`config.mk`:
```
export PLATFORM = sky130hd
export DESIGN_NAME = sram_stream_reader_flat
export DESIGN_NICKNAME = d
export VERILOG_FILES = /design/src/rtl/sram_stream_reader_pkg.sv /design/src/rtl/sram_stream_reader_if.sv /design/src/rtl/sram_stream_reader_rd_fifo.sv /design/src/rtl/sram_stream_reader.sv /design/src/flat_wrapper.sv
export SDC_FILE = /design/constraint.sdc
export NUM_CORES = 1
export LEC_CHECK = 0
export BUFFER_PORTS_ARGS = -buffer_cell sky130_fd_sc_hd__buf_2
export CORE_UTILIZATION = 52
export CTS_CLUSTER_DIAMETER = 120
export DETAILED_ROUTE_END_ITERATION = 10
export HOLD_SLACK_MARGIN = 0.02
export PLACE_DENSITY = 0.73
export REMOVE_ABC_BUFFERS = 1
export SYNTH_ARGS = -nofsm -noshare
export SYNTH_HDL_FRONTEND = slang
export SYNTH_SLANG_ARGS = --single-unit
```
`constraint.sdc`:
```
create_clock -name clk -period 5.04 [get_ports clk]
set_input_delay 0.252 -clock clk [delete_from_list [all_inputs] [get_ports clk]]
set_output_delay 0.252 -clock clk [all_outputs]
set_load 0.005 [all_outputs]
```
`src/rtl/sram_stream_reader_pkg.sv`:
```
// rtl/sram_stream_reader_pkg.sv - shared widths, types and FSM states for the SRAM burst reader
package sram_stream_reader_pkg;
   localparam int ADDR_W = 12;
   localparam int DATA_W = 64;
   localparam int LEN_W  = ADDR_W + 1;

   typedef logic [ADDR_W-1:0] sram_addr_t;
   typedef logic [DATA_W-1:0] sram_data_t;
   typedef logic [LEN_W-1:0]  burst_len_t;

   typedef enum logic [1:0] {IDLE, RUN, DRAIN} rd_state_e;
endpackage

```
`src/rtl/sram_stream_reader_if.sv`:
```
// rtl/sram_stream_reader_if.sv - command, SRAM read port and output stream of the burst reader
interface sram_stream_reader_if;
   import sram_stream_reader_pkg::*;

   logic       cmd_valid;
   logic       cmd_ready;
   sram_addr_t cmd_base;
   burst_len_t cmd_len;
   logic       csbn;
   sram_addr_t raddr;
   sram_data_t rdata;
   logic       out_valid;
   logic       out_ready;
   sram_data_t out_data;
   logic       out_last;
   logic       busy;

   modport master (
      input  cmd_valid, cmd_base, cmd_len, rdata, out_ready,
      output cmd_ready, csbn, raddr, out_valid, out_data, out_last, busy
   );

   modport slave (
      output cmd_valid, cmd_base, cmd_len, rdata, out_ready,
      input  cmd_ready, csbn, raddr, out_valid, out_data, out_last, busy
   );
endinterface

```
`src/rtl/sram_stream_reader_rd_fifo.sv`:
```
// rtl/sram_stream_reader_rd_fifo.sv - synchronous show-ahead FIFO holding returned words and last tags
module sram_stream_reader_rd_fifo #(
   parameter int DEPTH = 4,
   parameter int WIDTH = 65,
   parameter int CNT_W = $clog2(DEPTH + 1)
) (
   input  logic             clk,
   input  logic             rst,
   input  logic             push_i,
   input  logic [WIDTH-1:0] push_data_i,
   input  logic             pop_i,
   output logic [WIDTH-1:0] head_o,
   output logic [CNT_W-1:0] count_o,
   output logic             full_o,
   output logic             empty_o
);
   localparam int PTR_W = (DEPTH > 1) ? $clog2(DEPTH) : 1;

   logic [WIDTH-1:0] mem_q [DEPTH];
   logic [PTR_W-1:0] wr_ptr_q;
   logic [PTR_W-1:0] rd_ptr_q;
   logic [CNT_W-1:0] count_q;

   function automatic logic [PTR_W-1:0] ptr_inc(input logic [PTR_W-1:0] p);
      return (p == PTR_W'(DEPTH - 1)) ? '0 : p + PTR_W'(1);
   endfunction

   always_ff @(posedge clk) begin
      if (push_i) begin
         mem_q[wr_ptr_q] <= push_data_i;
      end
   end

   always_ff @(posedge clk) begin
      if (rst) begin
         wr_ptr_q <= '0;
         rd_ptr_q <= '0;
         count_q  <= '0;
      end else begin
         if (push_i) begin
            wr_ptr_q <= ptr_inc(wr_ptr_q);
         end
         if (pop_i) begin
            rd_ptr_q <= ptr_inc(rd_ptr_q);
         end
         count_q <= count_q + CNT_W'(push_i) - CNT_W'(pop_i);
      end
   end

   assign head_o  = mem_q[rd_ptr_q];
   assign count_o = count_q;
   assign full_o  = (count_q == CNT_W'(DEPTH));
   assign empty_o = (count_q == '0);
endmodule

```
`src/rtl/sram_stream_reader.sv`:
```
// rtl/sram_stream_reader.sv - credit-gated burst reader turning SRAM reads into a valid/ready stream
module sram_stream_reader
   import sram_stream_reader_pkg::*;
#(
   parameter int BUF_DEPTH = 4
) (
   input logic                  clk,
   input logic                  rst,
   sram_stream_reader_if.master bus
);
   localparam int CNT_W = $clog2(BUF_DEPTH + 1);

   rd_state_e  state_q;
   sram_addr_t addr_q;
   sram_addr_t raddr_q;
   burst_len_t rem_q;
   logic       issue_q;
   logic       last_q;

   logic             issue;
   logic             pop;
   logic             buf_full;
   logic             buf_empty;
   logic [CNT_W-1:0] buf_count;
   logic [DATA_W:0]  head;
   logic [CNT_W:0]   used;
   logic [CNT_W:0]   room;

   sram_stream_reader_rd_fifo #(
      .DEPTH(BUF_DEPTH),
      .WIDTH(DATA_W + 1),
      .CNT_W(CNT_W)
   ) u_fifo (
      .clk        (clk),
      .rst        (rst),
      .push_i     (issue_q),
      .push_data_i({last_q, bus.rdata}),
      .pop_i      (pop),
      .head_o     (head),
      .count_o    (buf_count),
      .full_o     (buf_full),
      .empty_o    (buf_empty)
   );

   // A read issued now lands in the buffer next cycle, so the word being captured
   // this cycle still occupies a slot while a pop this cycle frees one.
   assign pop   = !buf_empty && bus.out_ready;
   assign used  = {1'b0, buf_count} + (CNT_W + 1)'(issue_q);
   assign room  = (CNT_W + 1)'(BUF_DEPTH) + (CNT_W + 1)'(pop);
   assign issue = (state_q == RUN) && (rem_q != '0) && (used < room);

   always_ff @(posedge clk) begin
      if (rst) begin
         state_q <= IDLE;
         addr_q  <= '0;
         raddr_q <= '0;
         rem_q   <= '0;
         issue_q <= 1'b0;
         last_q  <= 1'b0;
      end else begin
         issue_q <= issue;
         last_q  <= issue && (rem_q == burst_len_t'(1));
         if (issue) begin
            addr_q  <= addr_q + sram_addr_t'(1);
            raddr_q <= addr_q;
            rem_q   <= rem_q - burst_len_t'(1);
         end
         case (state_q)
            IDLE: begin
               if (bus.cmd_valid) begin
                  addr_q <= bus.cmd_base;
                  rem_q  <= bus.cmd_len;
                  if (bus.cmd_len != '0) begin
                     state_q <= RUN;
                  end
               end
            end
            RUN: begin
               if (issue && (rem_q == burst_len_t'(1))) begin
                  state_q <= DRAIN;
               end
            end
            DRAIN: begin
               if (pop && head[DATA_W]) begin
                  state_q <= IDLE;
               end
            end
            default: state_q <= IDLE;
         endcase
      end
   end

   assign bus.csbn      = !issue;
   assign bus.raddr     = issue ? addr_q : raddr_q;
   assign bus.out_valid = !buf_empty;
   assign bus.out_data  = buf_empty ? '0 : head[DATA_W-1:0];
   assign bus.out_last  = !buf_empty && head[DATA_W];
   assign bus.cmd_ready = (state_q == IDLE);
   assign bus.busy      = (state_q != IDLE);

   a_no_push_when_full: assert property (@(posedge clk) disable iff (rst) !(issue_q && buf_full));
endmodule

```
`src/flat_wrapper.sv`:
```
// flat-port wrapper written by rule: the top's interface ports become plain ports
module sram_stream_reader_flat import sram_stream_reader_pkg::*;
#(
   parameter int BUF_DEPTH = 4
)
  (clk, rst, bus_cmd_valid, bus_cmd_base, bus_cmd_len, bus_rdata, bus_out_ready, bus_cmd_ready, bus_csbn, bus_raddr, bus_out_valid, bus_out_data, bus_out_last, bus_busy);
  sram_stream_reader_if bus_i ();
  input logic clk;
  input logic rst;
  input wire logic [$bits(bus_i.cmd_valid)-1:0] bus_cmd_valid;
  input wire logic [$bits(bus_i.cmd_base)-1:0] bus_cmd_base;
  input wire logic [$bits(bus_i.cmd_len)-1:0] bus_cmd_len;
  input wire logic [$bits(bus_i.rdata)-1:0] bus_rdata;
  input wire logic [$bits(bus_i.out_ready)-1:0] bus_out_ready;
  output wire logic [$bits(bus_i.cmd_ready)-1:0] bus_cmd_ready;
  output wire logic [$bits(bus_i.csbn)-1:0] bus_csbn;
  output wire logic [$bits(bus_i.raddr)-1:0] bus_raddr;
  output wire logic [$bits(bus_i.out_valid)-1:0] bus_out_valid;
  output wire logic [$bits(bus_i.out_data)-1:0] bus_out_data;
  output wire logic [$bits(bus_i.out_last)-1:0] bus_out_last;
  output wire logic [$bits(bus_i.busy)-1:0] bus_busy;
  assign bus_i.cmd_valid = bus_cmd_valid;
  assign bus_i.cmd_base = bus_cmd_base;
  assign bus_i.cmd_len = bus_cmd_len;
  assign bus_i.rdata = bus_rdata;
  assign bus_i.out_ready = bus_out_ready;
  assign bus_cmd_ready = bus_i.cmd_ready;
  assign bus_csbn = bus_i.csbn;
  assign bus_raddr = bus_i.raddr;
  assign bus_out_valid = bus_i.out_valid;
  assign bus_out_data = bus_i.out_data;
  assign bus_out_last = bus_i.out_last;
  assign bus_busy = bus_i.busy;
  sram_stream_reader #(.BUF_DEPTH(BUF_DEPTH)) u_core (.clk(clk), .rst(rst), .bus(bus_i));
endmodule
```
== Yosys cells after proc, flatten, opt, wreduce, memory -nomap -nowiden ==
Memory sizes are Yosys's and may differ from the RTL's. A register that Yosys moved wholly into a read port is not among the register bits.
Index checks and enable logic that the tools add are counted.
Word-level totals
  register bits after elaboration: 48
  bits in writable memories: 260
  input bits: 93
  output and inout bits: 81
  word-level logic and storage cells: 61
  memories: 1
Cells by class
  add/sub/neg operators: 8
  magnitude comparators: 1
  eq/ne operators: 9
  multiplexer cells: 19
  reduce and logical (&&, ||, !) cells: 14
Memory list
  u_core.u_fifo.mem_q: depth 4, bits a word 65, read ports 1, clocked after memory_dff 1, wr ports 1, line sram_stream_reader_rd_fifo.sv:19  | logic [WIDTH-1:0] mem_q [DEPTH];
Operator list (count)
  2-to-1 mux 64 bit: 1
  2-to-1 mux 12 bit: 4
  2-to-1 mux 13 bit: 3
  nonzero test 13 bit: 2
  2-to-1 mux 2 bit: 8
  == test 13 x 1 -> 1 bit, second input constant: 1
  subtractor 13 x 1 -> 13 bit, second input constant: 1
  adder 12 x 1 -> 12 bit, second input constant: 1
  == test 2 bit, second input constant: 3
  logical AND 1 bit: 6
  one-hot mux 2 bit (3 select lines): 1
  adder 2 x 1 -> 2 bit, second input constant: 2
  adder 3 x 1 -> 4 bit: 1
  adder 3 x 1 -> 4 bit, first input constant: 1
  less-than comparator 4 bit: 1
  inequality test 2 x 1 -> 1 bit, second input constant: 2
  inequality test 2 bit, second input constant: 2
  AND reduction 4 bit: 1
  adder 3 x 1 -> 3 bit: 1
  zero test 3 bit: 1
  subtractor 3 x 1 -> 3 bit: 1
  == test 2 x 1 -> 1 bit, second input constant: 1
  zero test 1 bit: 2
  zero test 2 bit: 1
  2 further kinds: 3

== Depth between registers and ports, before layout ==
Gate-level depths: netlist (run 1).
  depth in word-level cells: 9
  depth in mapped cells: 9

== Modules after synthesis ==
Synthesis (run 1) repeated with hierarchy kept, for this count alone.
Unflattened totals
  cell total of the unflattened synthesis: 692
  area total of the unflattened synthesis: 12460.7 µm²
By module, submodules not included
  sram_stream_reader_rd_fifo: instances 1, cells an instance 382, area each 9878.2 µm², seq. area each 7987.7 µm²
  sram_stream_reader: instances 1, cells an instance 310, area each 2582.5 µm², seq. area each 820.8 µm²

== Worst setup path after synthesis (run 1) ==
Ideal clock, no wire load.
  kind: register to register
  start: register u_core.u_fifo.wr_ptr_q[0]
  end: memory u_core.u_fifo.mem_q[3][0], enable pin
  setup time: 430 ps
  arrival: 2078 ps
  setup slack: 2532 ps
  cell stages (with the launch flop): 3
  path buffers: 0
  cells stage by stage: dfxtp_1 > ha_1 > and2_1
RTL lines
  start, declared: line sram_stream_reader_rd_fifo.sv:20  | logic [PTR_W-1:0] wr_ptr_q;
  start signal, assigned: line sram_stream_reader_rd_fifo.sv:41  | wr_ptr_q <= ptr_inc(wr_ptr_q);
  end, declared: line sram_stream_reader_rd_fifo.sv:19
No word-level cell before the write port.

== Worst setup path in the final report (run 1) ==
  start: register u_core.issue_q
  end: output bus_raddr[1]
Between the ends
  word-level cells in the longest chain between the ends: 4
Ends and longest elaborated chain
  start, declared: line sram_stream_reader.sv:17  | logic issue_q;
  start signal, assigned: line sram_stream_reader.sv:61  | issue_q <= issue;
  adder 3 x 1 -> 4 bit: line sram_stream_reader.sv:48  | assign used = {1'b0, buf_count} + (CNT_W + 1)'(issue_q);
  less-than comparator 4 bit: line sram_stream_reader.sv:50  | assign issue = (state_q == RUN) && (rem_q != '0) && (used < room);
  logical AND 1 bit: line sram_stream_reader.sv:50
  2-to-1 mux 12 bit: line sram_stream_reader.sv:94  | assign bus.raddr = issue ? addr_q : raddr_q;
  end, declared: line flat_wrapper.sv:17  | output wire logic [$bits(bus_i.raddr)-1:0] bus_raddr;
Every way passes these cells.

==> summary.md, run 1 <==
| Metric | Value |
|---|---|
| Rows | `56` |
| Synth-to-layout area growth | `23.2%` |
| Top FF cell, synth | `edfxtp_1` |
| Reg clk slew, reported paths | `0.05 ns` |
| Fin cells | `1,295` |
| Cells after Synth | `706` |
| Final setup skew | `0.0124 ns` |
| Congestion Overflow GR | `0` |
| Post-Route Setup TNS | `0 ns` |
| Final Hold Viols | `0` |
| Worst hold path class | `input pin to flop` |
| Mean Syn Cell Area | `17.6 um2` |
| Vias | `just over 7,000` |
| Post-layout instance area | `about 15,000 um2` |
| Async S/R FF share, synth | `0` |
| Total wire length | `between 20,000 and 25,000 um` |
| H-tree levels | `2` |
| Worst Setup Start Kind | `flop` |
| Skew-Pair Late Insertion Delay | `around 0.50 ns` |
| Number of flops mapped to enable cells by yosys | `260` |
| Slew headroom | `0.321` |
| Pin count of the biggest net entering global routing | `50` |
| Antenna Cells | `0` |
| Final setup violation count | `0` |
| Total Nets Final | `1,061` |
| Simple-Gate Fraction of Synth Area | `0.0888` |
| Initial Util | `0.530` |
| Period utilization | `0.683` |
| Die footprint | `~24,000 um2` |
| Worst EP required | `about 4.8 ns` |
| Total GRT Usage | `0.198` |
| Max Cap Viol | `0` |
| Final GP Congestion | `between 0.8 and 0.9` |
| Clock Sink Count | `310` |
| Die extent in x | `approximately 160 um` |
| RSZ-0062 raised after global routing | `false` |
| CP max FO | `36` |
| Maximum resistive drop on vdd | `~0.3 mV` |
| PostCTS Resize Cnt | `0` |
| CP arrival | `~3.2 ns` |
| Largest family of logic cells by synthesized area | `multiplexers` |
| Yosys Warn Count | `0` |
| Placed inst area | `between 10,000 and 15,000 um2` |
| Library cells used by synthesis | `48` |
| WS Path Type | `flop to output pin` |
| Fin util | `0.652` |
| First DRT Iteration DRCs | `375` |
| Final ANT Viol Nets | `0` |
| FMAX | `~0.29 GHz` |
| Final min period | `3.44 ns` |
| Core Footprint | `approximately 23,000 um2` |
| Reg2Reg Launch Point | `u_core.issue_q` |
| First-pass GRT wire length | `approximately 37,000 um` |
| CP Capture Type | `output pin` |
| Status | `finished clean` |
| Port Buffer Count | `~170` |
| Mapped Area | `between 10,000 and 15,000 um2` |
| Worst setup startpoint | `u_core.issue_q` |
| Drt first pass iters | `4` |
| Max Slew Vio Count | `0` |
| Area share of fa/ha/maj cells after synthesis | `0.0158` |
| Post-Synth XOR/XNOR Area | `0.00636` |
| Drc violations | `0` |
| Die Y | `roughly 160 um` |
| Worst reg2reg setup slack | `approximately 1.9 ns` |
| Vias/cell | `5.45` |
| Antenna violations before repair | `1` |
| Hold_sp | `bus_cmd_base[2]` |
| Clock buffer count from CTS | `34` |
| Buffer depth of the longest clock path | `3` |
| #FFs+latches synth | `310` |
| Clock Tree Root | `clkbuf_16` |
| I/O pin cnt | `approximately 170` |
| CTS tree | `yes` |
| Leakage | `5.44 nW` |
| Cell Pwr Density | `443 nW/um2` |
| Synth Area in Compound Gates | `0.0318` |
| Post-detail-place hpwl | `roughly 14,000 um` |
| Seq/Total Area, Yosys | `0.711` |
| Vias in the first global route | `7,045` |
| Multiplexer share of the synthesized area | `0.131` |
| Layout cells sized above 1 | `0.323` |
| Worst-margin pin slew | `between 1 and 1.5 ns` |
| Drt wl/cell | `18.6 um` |
| Placed cells | `1,171` |
## final timing paths
kind                                endpoint  cells past startpoint
setup / recovery                bus_raddr[1]                      7
setup reg to reg            u_core.addr_q[9]                      7
hold / removal              u_core.addr_q[2]                      3
hold reg to reg   u_core.u_fifo.mem_q[2][64]                      0
## cell usage in the layout, fill, tap and decap left out, drive strengths merged, types with 12 or more instances in the layout
| cell type | Yosys | layout |
|---|---|---|
| edfxtp | 260 | 260 |
| nor2 | 36 | 36 |
| nor4 | 13 | 13 |
| nor2b | 14 | 14 |
| inv | 13 | 14 |
| nand2 | 13 | 13 |
| clkbuf | 20 | 45 |
| mux4 | 65 | 65 |
| a211oi | 12 | 12 |
| dlygate4sd3 | 0 | 65 |
| buf | 15 | 181 |
| mux2 | 12 | 12 |
| dfxtp | 50 | 50 |
| and2 | 69 | 69 |
| clkinv | 0 | 12 |
| ha | 14 | 14 |
## synth_stat cells, types with 2 or more instances
cell | count | area [um2]
edfxtp_1 | 260 | 7810
and2_1 | 69 | 432
mux4_2 | 65 | 1460
dfxtp_1 | 50 | 1000
nor2_1 | 36 | 135
clkbuf_1 | 20 | 75.1
ha_1 | 14 | 175
nor2b_1 | 14 | 87.6
nand2_1 | 13 | 48.8
nor4_1 | 13 | 81.3
a211oi_1 | 12 | 90.1
inv_1 | 12 | 45.0
mux2_2 | 12 | 135
or3_1 | 11 | 68.8
a311oi_1 | 10 | 87.6
buf_2 | 10 | 50.1
and3_1 | 8 | 50.1
o21ai_0 | 8 | 40.0
nor3_1 | 7 | 35.0
a21oi_1 | 6 | 30.0
nand4_1 | 6 | 37.5
xnor2_1 | 6 | 52.6
nand3_1 | 5 | 25.0
buf_1 | 4 | 15.0
o31ai_1 | 4 | 30.0
or4_1 | 3 | 22.5
xor2_1 | 3 | 26.3
a31oi_1 | 2 | 12.5
mux2i_1 | 2 | 20.0
nor4b_1 | 2 | 17.5
o41ai_1 | 2 | 17.5
## worst max-delay path, stage by stage, from the launching register on
cell     delay, ns
dfxtp_1       0.43
ha_1          0.21
ha_1          0.25
o31a_4        0.38
nor3_4        0.51
inv_2         0.41
mux2_2        0.39
buf_2         0.13
## power by group
group	internal (W)	switching [W]	total (W)	leakage (nW)
clock	0.00136	0.000921	0.00228	0.513
sequential	0.00290	0.000150	0.00305	2.76
combinational	0.000760	0.000677	0.00144	2.16
total	0.00502	0.00175	0.00677	5.44
## kinds of logic after synthesis
logic type | Yosys count
buf+inv | 48
fa+ha+maj | 15
simple gates | 193
compound gates | 52
xor+xnor | 9
flops | 310
mux | 79
## layer usage
layer | share of wire | up-vias | GRT usage
met4 | 0.016 | 2 | 0.0565
li1 | - | 3301 | -
met3 | 0.065 | 35 | 0.0371
met1 | 0.43 | 3467 | 0.266
met5 | 0.00046 | - | 0
met2 | 0.49 | 248 | 0.332
## area by class of cell
type                            count  area (um2)
Sequential cell                   310        8810
Fill cell                        1660        8140
Multi-Input combinational cell    348        3390
Timing Repair Buffer              246        1580
Clock buffer                       45         943
Tap cell                          319         399
Clock inverter                     14        91.3
Inverter                           13        48.8
## registers in the layout, summed over array words and instances, names as in the netlist, named ones only
register / cells
u_core.issue_q: 1
u_core.last_q: 1
u_core.state_q: 2
u_core.u_fifo.wr_ptr_q: 2
u_core.rem_q: 13
u_core.u_fifo.count_o: 3
u_core.u_fifo.mem_q: 260
u_core.addr_q: 12
u_core.raddr_q: 12
u_core.u_fifo.rd_ptr_q: 2
## stage by stage
stage          hold WS (ns)  power, W  worst slack, ns
6_report             0.0415   0.00677             1.60
2_1_floorplan         0.321   0.00394             1.01
3_3_place_gp          0.459   0.00450             1.94
4_1_cts              0.0204   0.00685             1.56
5_1_grt              0.0530   0.00708             1.36
3_5_place_dp          0.467   0.00452             1.90
## repair_timing
action                    4_1_cts  5_1_grt
buffers inserted                0        0
hold endpoints to repair      257        0
hold buffers                   65        0
Power figures use the tool's default switching activity.
==> run 2: changes to the inputs <==
==> constraint.sdc (replaced) <==
create_clock -name clk -period 3.6 [get_ports clk]
set_input_delay 0.18 -clock clk [delete_from_list [all_inputs] [get_ports clk]]
set_output_delay 0.18 -clock clk [all_outputs]
set_load 0.005 [all_outputs]
==> run 2 against run 1 <==
Effect of this change: utilization grew 1.4 points; cell area grew 2.1%; setup slack lost 1.2 ns; largest cell class unchanged.
==> summary.md, run 2 (synthesis gave the netlist of run 1 again) <==
| Metric | Value |
|---|---|
| Die Y | `156 um` |
| Dpl ws | `roughly 0.74 ns` |
| Final min period | `3.25 ns` |
| Worst EP required | `3.42 ns` |
| Final ANT Viol Nets | `0` |
| Period utilization | `0.903` |
| Status | `finished clean` |
| Top reg by flops | `u_core.u_fifo.mem_q` |
| First-pass GRT wire length | `between 30,000 and 40,000 um` |
| Max Cap Viol | `0` |
| CP Capture Type | `output pin` |
| Congestion Overflow GR | `0` |
| Hold path cells | `4` |
| Cell Pwr Density | `~610 nW/um2` |
| CP max FO | `36` |
| Total power | `around 0.0095 W` |
| Max FFs per register | `260` |
| Total wire length | `~25,000 um` |
| Vias/cell | `about 5.5` |
| Antenna violations before repair | `0` |
| Die extent in x | `156 um` |
| Layout cells sized above 1 | `0.322` |
| Worst reg2reg setup slack | `between 0.7 and 0.8 ns` |
| Final setup skew | `0.00608 ns` |
| Worst r2r path cells | `8` |
| Fin cells | `about 1,300` |
| Leakage | `between 5 and 6 nW` |
| Vias in the first global route | `between 7,000 and 8,000` |
| Hold buffers post-CTS | `90` |
| Clock buffer count from CTS | `30` |
| Rows | `56` |
| Reg clk slew, reported paths | `0.06 ns` |
| Skew-Pair Late Insertion Delay | `0.53 ns` |
| Worst-margin pin slew | `between 0.9 and 1 ns` |
| Final GP Congestion | `0.832` |
| Post-detail-place hpwl | `between 10,000 and 15,000 um` |
| Pin count of the biggest net entering global routing | `50` |
| H-tree levels | `1` |
| Total GRT Usage | `0.205` |
| Synth-to-layout area growth | `25.8%` |
| Post-CTS setup buffers | `0` |
| Drt wl/cell | `roughly 19 um` |
| Post-route setup slack | `0.350 ns` |
| Drc violations | `0` |
| Largest regs | `u_core.u_fifo.mem_q (260), u_core.rem_q (13)` |
| Buffer depth of the longest clock path | `3` |
| Antenna Cells | `0` |
| I/O pin cnt | `around 170` |
| FMAX | `between 0.3 and 0.4 GHz` |
| Clock Sink Count | `310` |
| Final Hold Viols | `0` |
| Most frequent cells in the layout | `edfxtp_1 (260), buf_2 (173), dlygate4sd3_1 (90)` |
| Fin util | `0.666` |
| Port Buffer Count | `173` |
| First DRT Iteration DRCs | `404` |
| Hold_ws | `0.149 ns` |
| Total Nets Final | `about 1,100` |
| Maximum resistive drop on vdd | `between 0.6 and 0.7 mV` |
| PostCTS Resize Cnt | `0` |
| CP arrival | `3.07 ns` |
| Final setup violation count | `0` |
| Slew headroom | `0.367` |
| Worst Setup Start Kind | `flop` |
| WS Path Type | `flop to output pin` |
| Leading cell type in the layout, fill and taps excluded | `edfxtp_1` |
| RSZ-0062 raised after global routing | `false` |
| Vias | `just over 7,000` |
| CTS tree | `yes` |
| Core Footprint | `around 23,000 um2` |
| Worst hold path class | `input pin to flop` |
| Placed cells | `between 1,000 and 1,500` |
| Drt first pass iters | `4` |
| Max Slew Vio Count | `0` |
| Initial Util | `0.530` |
| Die footprint | `between 20,000 and 25,000 um2` |
| Clock Tree Root | `clkbuf_16` |
==> run 2: changes by cell type in the layout (fill, tap and decap cells not counted), moves of 4 or more <==
cell and delta:
bufinv_16 +4, buf_12 +4, clkbuf_1 -5, clkbuf_16 -4, dlygate4sd3_1 +25
==> run 2: layout make-up <==
class | instances | area [um2]
clock inverter | 23 | 246
timing repair buffer | 275 | 1910
multi-input combinational | 348 | 3390
inverter | 13 | 48.8
fill | 1635 | 7810
clock buffer | 33 | 783
tap | 319 | 399
sequential | 310 | 8810
==> run 2: worst max-delay path: stages (launching register included) <==
cell	delay [ns]
dfxtp_1	0.35
nor4_1	0.55
and3_1	0.40
nor3_4	0.05
buf_4	0.20
inv_2	0.44
mux2_2	0.41
buf_2	0.13
==> run 2: power by group <==
| part | switching [W] | internal, W | leakage [nW] | total, W |
|---|---|---|---|---|
| Sequential | 0.000159 | 0.00406 | 2.76 | 0.00421 |
| Combinational | 0.00101 | 0.00110 | 2.30 | 0.00211 |
| Clock | 0.00127 | 0.00192 | 0.501 | 0.00320 |
==> run 2: final timing paths <==
check / from / end
hold reg to reg: u_core.u_fifo.rd_ptr_q[1] / flop
setup / recovery: u_core.rem_q[4] / bus_raddr[3]
hold / removal: bus_cmd_valid / u_core.state_q[0]
setup reg to reg: u_core.issue_q / u_core.addr_q[5]
==> run 2: per-stage QoR <==
step	cell area [um2]	setup TNS [ns]
detailed placement	13700	0
floorplan	12200	-11.03
global route	15600	0
global placement	13700	0
finish	15600	0
CTS	15600	0
==> run 2: routing by layer <==
metal  routed length [um]  track usage  up-vias  part of all wire
met3                 1510       0.0327       45             0.061
met1                10200        0.260     3606              0.41
met5                    0            0        -                 0
met2                12500        0.365      262              0.50
li1                     -            -     3343                 -
met4                  544       0.0602        0             0.022
==> run 3: changes to the inputs <==
--- a/config.mk
+++ b/config.mk
@@ -14,4 +14,5 @@
 export REMOVE_ABC_BUFFERS = 1
 export SYNTH_ARGS = -nofsm -noshare
 export SYNTH_HDL_FRONTEND = slang
+export SYNTH_HIERARCHICAL = 1
 export SYNTH_SLANG_ARGS = --single-unit
==> constraint.sdc (replaced) <==
create_clock -name clk -period 4.03 [get_ports clk]
set_input_delay 0.2015 -clock clk [delete_from_list [all_inputs] [get_ports clk]]
set_output_delay 0.2015 -clock clk [all_outputs]
set_load 0.02 [all_outputs]
==> run 3 against run 2 <==
Effect of this change: clock power down 15%; synthesized cell count down 2.1%; sequential power down 11%; combinational power about the same; hold slack worse by 0.10 ns; first-iteration DRC count up 7.4%; non-clock buffer count down 8; flip-flop and latch count unchanged; setup slack better by 0.15 ns; routed wire length down 4.5%; via count down 4.7%.
==> summary.md, run 3 <==
| Metric | Value |
|---|---|
| Status | `finished clean` |
| CP Capture Type | `output pin` |
| Clock Tree Root | `clkbuf_16` |
| Skew-Pair Late Insertion Delay | `about 0.54 ns` |
| Largest regs | `u_core/u_fifo/mem_q (260), u_core/rem_q (13)` |
| Post-CTS setup buffers | `0` |
| Hold path cells | `3` |
| Worst-margin pin slew | `approximately 1.0 ns` |
| Switching share of power | `0.289` |
| Placed inst area | `13,500 um2` |
| Final ANT Viol Nets | `0` |
| CTS tree | `yes` |
| Drc violations | `0` |
| Hold buffers post-CTS | `88` |
| Number of fill cells | `1,600` |
| Leading cell type in the layout, fill and taps excluded | `edfxtp_1` |
| Final Hold Viols | `0` |
| Post-detail-place hpwl | `approximately 13,000 um` |
| Final setup violation count | `0` |
| Top cell by count, worst path | `ha_1` |
| Period utilization | `0.876` |
| Synth-to-layout area growth | `23.7%` |
| Vias/cell | `around 5.3` |
| Cells after Synth | `slightly below 700` |
| Drt wl/cell | `approximately 18 um` |
| Layout cells sized above 1 | `0.322` |
| Most frequent cells in the layout | `edfxtp_1 (260), buf_2 (173), dlygate4sd3_1 (88)` |
| FMAX | `approximately 0.28 GHz` |
| Final setup skew | `around 0.009 ns` |
| CP arrival | `3.33 ns` |
| Rows | `56` |
| Sequential power share | `0.436` |
| I/O pin cnt | `~170` |
| Maximum resistive drop on vdd | `approximately 0.37 mV` |
| Die extent in x | `between 150 and 200 um` |
| Cells along the critical path | `ha_1 -> ha_1 -> nor4b_1 -> o2111ai_1 -> nor2_4 -> inv_4 -> mux2_4 -> buf_2` |
| Post-route setup slack | `0.498 ns` |
| Final GP Congestion | `0.737` |
| Placed cells | `1,152` |
| Post-Route Setup TNS | `0 ns` |
| Vias | `roughly 6,900` |
| Max FFs per register | `260` |
| Post-layout instance area | `about 15,000 um2` |
| Fin cells | `1,297` |
| Comb pwr share | `0.248` |
| Total GRT Usage | `0.196` |
| Worst hold path class | `input pin to flop` |
| Clock Sink Count | `between 300 and 400` |
| Buffer depth of the longest clock path | `3` |
| First DRT Iteration DRCs | `between 400 and 500` |
| Worst EP required | `around 3.8 ns` |
| Yosys Warn Count | `6` |
| Initial Util | `0.531` |
| Worst r2r path cells | `8` |
| Max stage delay on crit path | `0.52 ns` |
| Final min period | `approximately 3.5 ns` |
| H-tree levels | `1` |
| Total wire length | `between 20,000 and 25,000 um` |
| Core Footprint | `23,500 um2` |
| Slowest-stage cell, CP | `o2111ai_1` |
| Die Y | `~160 um` |
| Mean Syn Cell Area | `around 18 um2` |
| Cell Pwr Density | `approximately 560 nW/um2` |
| Vias in the first global route | `between 7,000 and 8,000` |
| Top reg by flops | `u_core/u_fifo/mem_q` |
| RSZ-0062 raised after global routing | `false` |
| Leakage | `around 5.4 nW` |
| Worst Setup Start Kind | `flop` |
| WS Path Type | `flop to output pin` |
| First-pass GRT wire length | `about 37,000 um` |
| P_int | `0.00614 W` |
| Die footprint | `24,600 um2` |
| Total Nets Final | `between 1,000 and 1,500` |
| Slew headroom | `0.300` |
| Sw power | `approximately 0.0025 W` |
| Mapped Area | `12,500 um2` |
| PostCTS Resize Cnt | `0` |
| Max Slew Vio Count | `0` |
| Power share of the clock group | `0.316` |
| Reg clk slew, reported paths | `~0.060 ns` |
| Congestion Overflow GR | `0` |
| Pin count of the biggest net entering global routing | `66` |
| Dpl ws | `1.03 ns` |
| Drt first pass iters | `4` |
| CP max FO | `19` |
| Clock buffer count from CTS | `31` |
| Antenna violations before repair | `0` |
| Max Cap Viol | `0` |
| Port Buffer Count | `~170` |
run 3: worst max-delay path, delay by kind of cell, from the launching register on:
kind            cells  cell delay, ns
compound gates      1            0.52
simple gates        2            0.66
flops               1            0.49
buf+inv             2            0.31
mux                 1            0.33
fa+ha+maj           2            0.47
run 3: area by class of cell:
type | count | area [um2] | area share
antenna | 1 | 2.50 | 0.000162
clock buffer | 45 | 868 | 0.0564
clock inverter | 11 | 106 | 0.00690
inverter | 12 | 47.5 | 0.00309
multi-input combinational | 332 | 3360 | 0.218
sequential | 310 | 8820 | 0.572
tap | 319 | 399 | 0.0259
timing repair buffer | 267 | 1800 | 0.117
run 3: path summary, 6_finish.rpt:
| path | from | to | slack (ns) |
|---|---|---|---|
| setup / recovery | u_core/issue_q | bus_raddr[8] | 0.50 |
| setup reg to reg | u_core/issue_q | u_core/addr_q[11] | 1.02 |
| hold reg to reg | u_core/state_q[1] | u_core/state_q[0] | 0.46 |
| hold / removal | bus_cmd_len[11] | u_core/rem_q[11] | 0.05 |
run 3: metrics by stage:
step	total power, W	utilization	hold WS, ns
global route	0.00905	0.656	0.0612
floorplan	0.00525	-	0.271
finish	0.00864	0.656	0.0488
detailed placement	0.00593	0.577	0.417
CTS	0.00873	0.656	0.0259
global placement	0.00592	0.577	0.418
run 3: metal layers:
metal  part of all wire  track usage  vias to the layer above
met5                  0            0                        -
met4              0.014       0.0383                        0
met3              0.061       0.0404                       30
met2               0.49        0.331                      204
met1               0.44        0.266                     3458
li1                   -            -                     3221
run 3: power groups by stage:
stage | sequential, W | combinational, W | clock (W)
floorplan | 0.00383 | 0.00142 | 0
global placement | 0.00383 | 0.00209 | 0
detailed placement | 0.00384 | 0.00209 | 0
CTS | 0.00377 | 0.00216 | 0.00279
global route | 0.00379 | 0.00234 | 0.00293
finish | 0.00376 | 0.00214 | 0.00273
